## config.mk

```make
export PLATFORM = sky130hd
export DESIGN_NAME = seq_detect_param_moore
export DESIGN_NICKNAME = d
export VERILOG_FILES = /design/src/rtl/seq_det_pkg.sv /design/src/rtl/seq_det_sat_counter.sv /design/src/rtl/seq_detect_param_moore.sv
export SDC_FILE = /design/constraint.sdc
export NUM_CORES = 1
export LEC_CHECK = 0
export ABC_AREA = 1
export CAP_MARGIN = 15
export CORE_ASPECT_RATIO = 0.6
export CORE_MARGIN = 2
export CORE_UTILIZATION = 25
export DETAILED_ROUTE_END_ITERATION = 12
export GPL_TIMING_DRIVEN = 0
export MAX_ROUTING_LAYER = met4
export SLEW_MARGIN = 30
export SYNTH_ARGS = -nofsm -noshare
export SYNTH_HDL_FRONTEND = slang
export SYNTH_HIERARCHICAL = 1
export SYNTH_SLANG_ARGS = --single-unit
```

## constraint.sdc

```tcl
create_clock -name Clock -period 2.5 [get_ports Clock]
set_input_delay 0.375 -clock Clock [delete_from_list [all_inputs] [get_ports Clock]]
set_output_delay 0.375 -clock Clock [all_outputs]
set_load 0.1 [all_outputs]
```

## src/rtl/seq_det_pkg.sv

```systemverilog
// Shared constants and mode type for the parametrised Moore sequence detector.
package seq_det_pkg;

    localparam int          DEFAULT_PAT_W = 4;
    localparam int          DEFAULT_CNT_W = 8;
    localparam logic [3:0]  PAT_1100      = 4'b1100;

    typedef enum logic {
        MODE_NONOVL = 1'b0,
        MODE_OVL    = 1'b1
    } det_mode_t;

endpackage

```

## src/rtl/seq_det_sat_counter.sv

```systemverilog
// Saturating up-counter with synchronous clear; holds at all-ones instead of wrapping.
module sat_counter
    import seq_det_pkg::*;
#(
    parameter int W = DEFAULT_CNT_W
) (
    input  logic         clk_i,
    input  logic         clr_i,
    input  logic         inc_i,
    output logic [W-1:0] count_o
);

    logic [W-1:0] count_q;
    logic [W-1:0] count_d;

    // Next count: clear wins, increment stops at the ceiling.
    always_comb begin
        count_d = count_q;
        if (clr_i) begin
            count_d = {W{1'b0}};
        end else if (inc_i && (count_q != {W{1'b1}})) begin
            count_d = count_q + {{(W-1){1'b0}}, 1'b1};
        end else begin
            count_d = count_q;
        end
    end

    // Count register.
    always_ff @(posedge clk_i) begin
        count_q <= count_d;
    end

    assign count_o = count_q;

endmodule

```

## src/rtl/seq_detect_param_moore.sv

```systemverilog
// Parametrised Moore serial-pattern detector with loadable pattern and saturating match count.
// Optional feature: define SEQ_DET_MASK_EN to add a per-bit care_mask captured on pat_load.
module seq_detect_param_moore
    import seq_det_pkg::*;
#(
    parameter int               PAT_W       = DEFAULT_PAT_W,
    parameter int               CNT_W       = DEFAULT_CNT_W,
    parameter logic [PAT_W-1:0] DEFAULT_PAT = PAT_W'(PAT_1100)
) (
    input  logic             Clock,
    input  logic             Reset,
    input  logic             x,
    input  logic             x_valid,
    input  logic             overlap,
    input  logic             pat_load,
    input  logic [PAT_W-1:0] pat_in,
`ifdef SEQ_DET_MASK_EN
    input  logic [PAT_W-1:0] care_mask,
`endif
    output logic             y,
    output logic [CNT_W-1:0] match_count,
    output logic [PAT_W-1:0] pattern
);

    localparam int FILL_W = $clog2(PAT_W + 1);
    localparam logic [FILL_W-1:0] FILL_FULL = FILL_W'(PAT_W);

    logic [PAT_W-1:0]  sr_q;
    logic [FILL_W-1:0] fill_q;
    logic              y_q;
    logic [PAT_W-1:0]  pattern_q;
    logic [PAT_W-1:0]  mask_s;

    logic [PAT_W-1:0]  sr_d;
    logic [FILL_W-1:0] fill_inc_s;
    logic [FILL_W-1:0] fill_d;
    logic              hit_s;
    logic              shift_en_s;
    det_mode_t         mode_s;

`ifdef SEQ_DET_MASK_EN
    logic [PAT_W-1:0]  mask_q;

    // Care mask is loaded alongside the pattern; all-ones means exact compare.
    always_ff @(posedge Clock) begin
        if (Reset) begin
            mask_q <= {PAT_W{1'b1}};
        end else if (pat_load) begin
            mask_q <= care_mask;
        end else begin
            mask_q <= mask_q;
        end
    end

    assign mask_s = mask_q;
`else
    assign mask_s = {PAT_W{1'b1}};
`endif

    // Candidate shift, saturating fill and hit decision for a valid bit.
    always_comb begin
        sr_d       = {sr_q[PAT_W-2:0], x};
        shift_en_s = x_valid && !pat_load;
        mode_s     = det_mode_t'(overlap);
        if (fill_q >= FILL_FULL) begin
            fill_inc_s = FILL_FULL;
        end else begin
            fill_inc_s = fill_q + {{(FILL_W-1){1'b0}}, 1'b1};
        end
        hit_s = (fill_inc_s == FILL_FULL) && (((sr_d ^ pattern_q) & mask_s) == {PAT_W{1'b0}});
        // Non-overlapping mode restarts the fill so the next match needs fresh bits.
        fill_d = fill_inc_s;
        if (hit_s) begin
            case (mode_s)
                MODE_OVL:    fill_d = fill_inc_s;
                MODE_NONOVL: fill_d = {FILL_W{1'b0}};
                default:     fill_d = fill_inc_s;
            endcase
        end else begin
            fill_d = fill_inc_s;
        end
    end

    // Detector state: reset, then pattern load, then valid shift; otherwise hold.
    always_ff @(posedge Clock) begin
        if (Reset) begin
            sr_q      <= {PAT_W{1'b0}};
            fill_q    <= {FILL_W{1'b0}};
            y_q       <= 1'b0;
            pattern_q <= DEFAULT_PAT;
        end else if (pat_load) begin
            sr_q      <= {PAT_W{1'b0}};
            fill_q    <= {FILL_W{1'b0}};
            y_q       <= 1'b0;
            pattern_q <= pat_in;
        end else if (shift_en_s) begin
            sr_q      <= sr_d;
            fill_q    <= fill_d;
            y_q       <= hit_s;
            pattern_q <= pattern_q;
        end else begin
            sr_q      <= sr_q;
            fill_q    <= fill_q;
            y_q       <= y_q;
            pattern_q <= pattern_q;
        end
    end

    sat_counter #(.W(CNT_W)) u_match_cnt (
        .clk_i   (Clock),
        .clr_i   (Reset),
        .inc_i   (shift_en_s && hit_s),
        .count_o (match_count)
    );

    assign y       = y_q;
    assign pattern = pattern_q;

endmodule

```

==> results of run 1 <==
final cells by class:
type	count	share of cell area, %
Inverter	28	7.75
Sequential cell	19	28.0
Buffer	2	1.38
Multi-Input combinational cell	106	38.7
Clock buffer	4	3.32
Tap cell	50	4.61
Timing Repair Buffer	22	16.2
worst reg2reg max path, delay by kind of cell (launching register included):
kind / cells / cell delay, ps
buffers and inverters: 5 / 440
and+or+nand+nor: 8 / 760
DFF: 1 / 390
adders and majority gates: 1 / 290
how the worst max path moves through the flow:
stage,depth (start not counted),end,startpoint
2_1_floorplan,13,u_match_cnt/count_o[3],pattern[2]
3_3_place_gp,14,u_match_cnt/count_o[3],x
3_5_place_dp,14,u_match_cnt/count_o[3],x
4_1_cts,1,match_count[3],u_match_cnt/count_o[3]
5_1_grt,1,match_count[3],u_match_cnt/count_o[3]
6_report,1,match_count[3],u_match_cnt/count_o[3]
per-layer routing:
layer / vias up / part of all wire, %
met3: 0 / 4.1
li1: 530 / -
met2: 14 / 38
met1: 404 / 58
met4: 0 / 0
met5: - / 0
registers in the layout, indices dropped and copies added (netlist names):
register / flops
u_match_cnt/count_o: 8
pattern: 4
fill_q: 3
y: 1
sr_q: 3
metrics by stage:
stage                     setup WS [ps]  instance area (µm²)
final                               222                 1360
after global routing                162                 1360
after CTS                           210                 1360
after detailed placement            340                 1310
after global placement              350                 1310
after floorplan                     261                 1030
power breakdown:
part           switching [mW]  total (mW)  leakage (nW)  internal (mW)
registers             0.00566       0.315         0.155          0.310
logic                  0.0634      0.0945         0.405         0.0311
clock network           0.104       0.217        0.0228          0.113
total                   0.173       0.627         0.582          0.454
cells in the mapped netlist:
library cell and instances:
and3_1 1, nor2_1 23, buf_6 1, nand4_1 1, nor2_2 3, dfxtp_1 19, inv_1 26, a211oi_1 4
ha_1 3, nand2_2 2, nor2_4 1, a21oi_2 1, nand3b_2 1, a21oi_1 13, nand3_2 2, nand2_1 37
or2_2 1, buf_4 1, o21ai_0 4, o21ai_1 1, inv_2 2, nand3_1 8
cell families (layout without fill, tap and decap cells):
family | count (synthesis) | count (layout)
flip-flops | 19 | 19
AND/OR/NAND/NOR | 80 | 80
buffers and inverters | 30 | 56
AO/OA/AOI/OAI | 23 | 23
adder cells (fa/ha/maj) | 3 | 3
==> summary.md, run 1 <==
| Metric | Value |
|---|---|
| Area growth syn-to-layout | 31.9% |
| Total grt overflow | 0 |
| Total global-route track usage | 11.7% |
| Fin Setup TNS | 0 ps |
| Hold Path Class | flip-flop to flip-flop |
| Synth Area in Compound Gates | 12.5% |
| Status | complete, no violations |
| Layout net count | around 200 |
| CTS HTree Levels | 1 |
| Initial DRC Count | 68 |
| RR Endpoint | u_match_cnt/count_o[3] |
| Final period util | between 90% and 100% |
| CP startpoint kind | flip-flop |
| Largest stage delay, worst path | 1180 ps |
| RSZ-0062 raised after global routing | no |
| Met2 GRT Util | about 16% |
| Register area share after synthesis | 37.0% |
| Hold slack | between 400 and 500 ps |
| Root buf cell | clkbuf_8 |
| Vias in the first global route | 836 |
| CP endpoint kind | primary output |
| Total Power | approximately 0.63 mW |
| Post-DP HPWL | 1790 µm |
| Most frequent cells in the layout | nand2_1 (37), inv_1 (26), nor2_1 (23), clkdlybuf4s50_1 (22), dfxtp_1 (19) |
| Min-Delay Endpoint | u_match_cnt/count_o[6] |
| Average cell area after synthesis | 6.64 µm² |
| Gpl congestion | 0.787 |
| Post-synthesis adder-cell area fraction | under 10% |
| # fillers | approximately 430 |
| Ant. Diodes | 0 |
| FF+latch area | 380 µm² |
| Max Slew Vio Count | 0 |
| Mapped Nets | 168 |
| Cell Rows | 18 |
| Number of remaining DRC errors | 0 |
| Xor/xnor share of the synthesized area | 0% |
| First-pass GRT wire length | approximately 4000 µm |
| GR Util met3 | 3.83% |
| Power per Cell Area | 462 nW/µm² |
| Max VDD drop | 0.000176 V |
| Dominant cell type by area after synthesis | dfxtp_1 |
| Busiest grt layer | met2 |
| Post-synthesis cell count | around 160 |
| Clock skew | ~3.2 ps |
| GRT met1 Usage | 15.9% |
| Hold Path Stages | 2 |
| Die H | 53.7 µm |
| Flop-to-flop setup slack | between 500 and 600 ps |
| Antenna violation net count after detailed routing | 0 |
| Synth top area share | 37.0% |
| CTS buffer count | 3 |
| YS warnings | 6 |
| Largest net degree at the start of global routing | 11 |
| Vias per Instance | 4.10 |
| Crit path buffers/inverters | 1 |
| Pleak | 0.582 nW |
| Final core occ | about a third |
| Worst R2R Path Depth | 14 |
| Most common cell after layout, fill and taps aside | nand2_1 |
| Max-cap violations | 0 |
| Non-filler cells, final | 231 |
| Mapped cell area | 1030 µm² |
| Worst-margin pin slew | about 1000 ps |
| Synth cell types | 22 |
| DR pass1 iterations | 4 |
| Fmax | 0.439 GHz |
| Worst-skew pair later-pin latency | 250 ps |
| Post-cts resize count | 0 |
| Footprint of the multi-input gates | 524 µm² |
| Clk slew on worst S/H paths | 70 ps |
| Cells along the critical path | clkdlybuf4s50_1 |
| Seq cells post-synth | 19 |
| RR Startpoint | fill_q[0] |
| Postcts setup bufs | 0 |
| Port bufs | 22 |
| Layout cells sized above 1 | 9.94% |
| CP Data Required Time | 2120 ps |
| Crit Path Max Fanout | 7 |
| Worst path top cell family by delay | buffers and inverters |
| Via Count | 948 |
| Synth Area in Simple Gates | 34.8% |
| WP data arrival | between 1500 and 2000 ps |
| Mux cell area share after synthesis | 0% |
| Largest family of logic cells by synthesized area | simple AND/OR/NAND/NOR gates |
| Post-CTS Hold Fix Bufs | 0 |
| HP Start | u_match_cnt/count_o[6] |
| Finish-stage setup viols | 0 |
| Slowest-stage cell, CP | clkdlybuf4s50_1 |
| Initial core utilization | 25.5% |
| Area contributors post-synth | dfxtp_1 (37%), nand2_1 (14%), inv_1 (9.5%) |
| TritonCTS clock tree | built |
| Final Hold Viols | 0 |
| DP Cell Count | 227 |
| Worst-case clock buffer depth | 2 |
| Drt wl/cell | 9.86 µm |
| CTS sink count | 19 |
| Worst slew margin | between 30% and 40% |
| Die ar. | approximately 4700 µm² |
| Die Width | 86.8 µm |
| Crit Path Category | flip-flop to primary output |
| Final wirelength | roughly 2300 µm |
| # IOs | 23 |
| Antenna violations before repair | 0 |
| Core ar. | 4030 µm² |
| Final min period | 2280 ps |
(Power assumes the default switching activity.)
==> inputs of run 2 (changes only) <==
--- a/config.mk
+++ b/config.mk
@@ -10,6 +10,7 @@
 export CORE_ASPECT_RATIO = 0.6
 export CORE_MARGIN = 2
 export CORE_UTILIZATION = 25
+export CTS_CLUSTER_SIZE = 28
 export DETAILED_ROUTE_END_ITERATION = 12
 export GPL_TIMING_DRIVEN = 0
 export MAX_ROUTING_LAYER = met4
==> results of run 2 <==
Same layout as run 1: the final DEF is identical, and so are final timing and power.
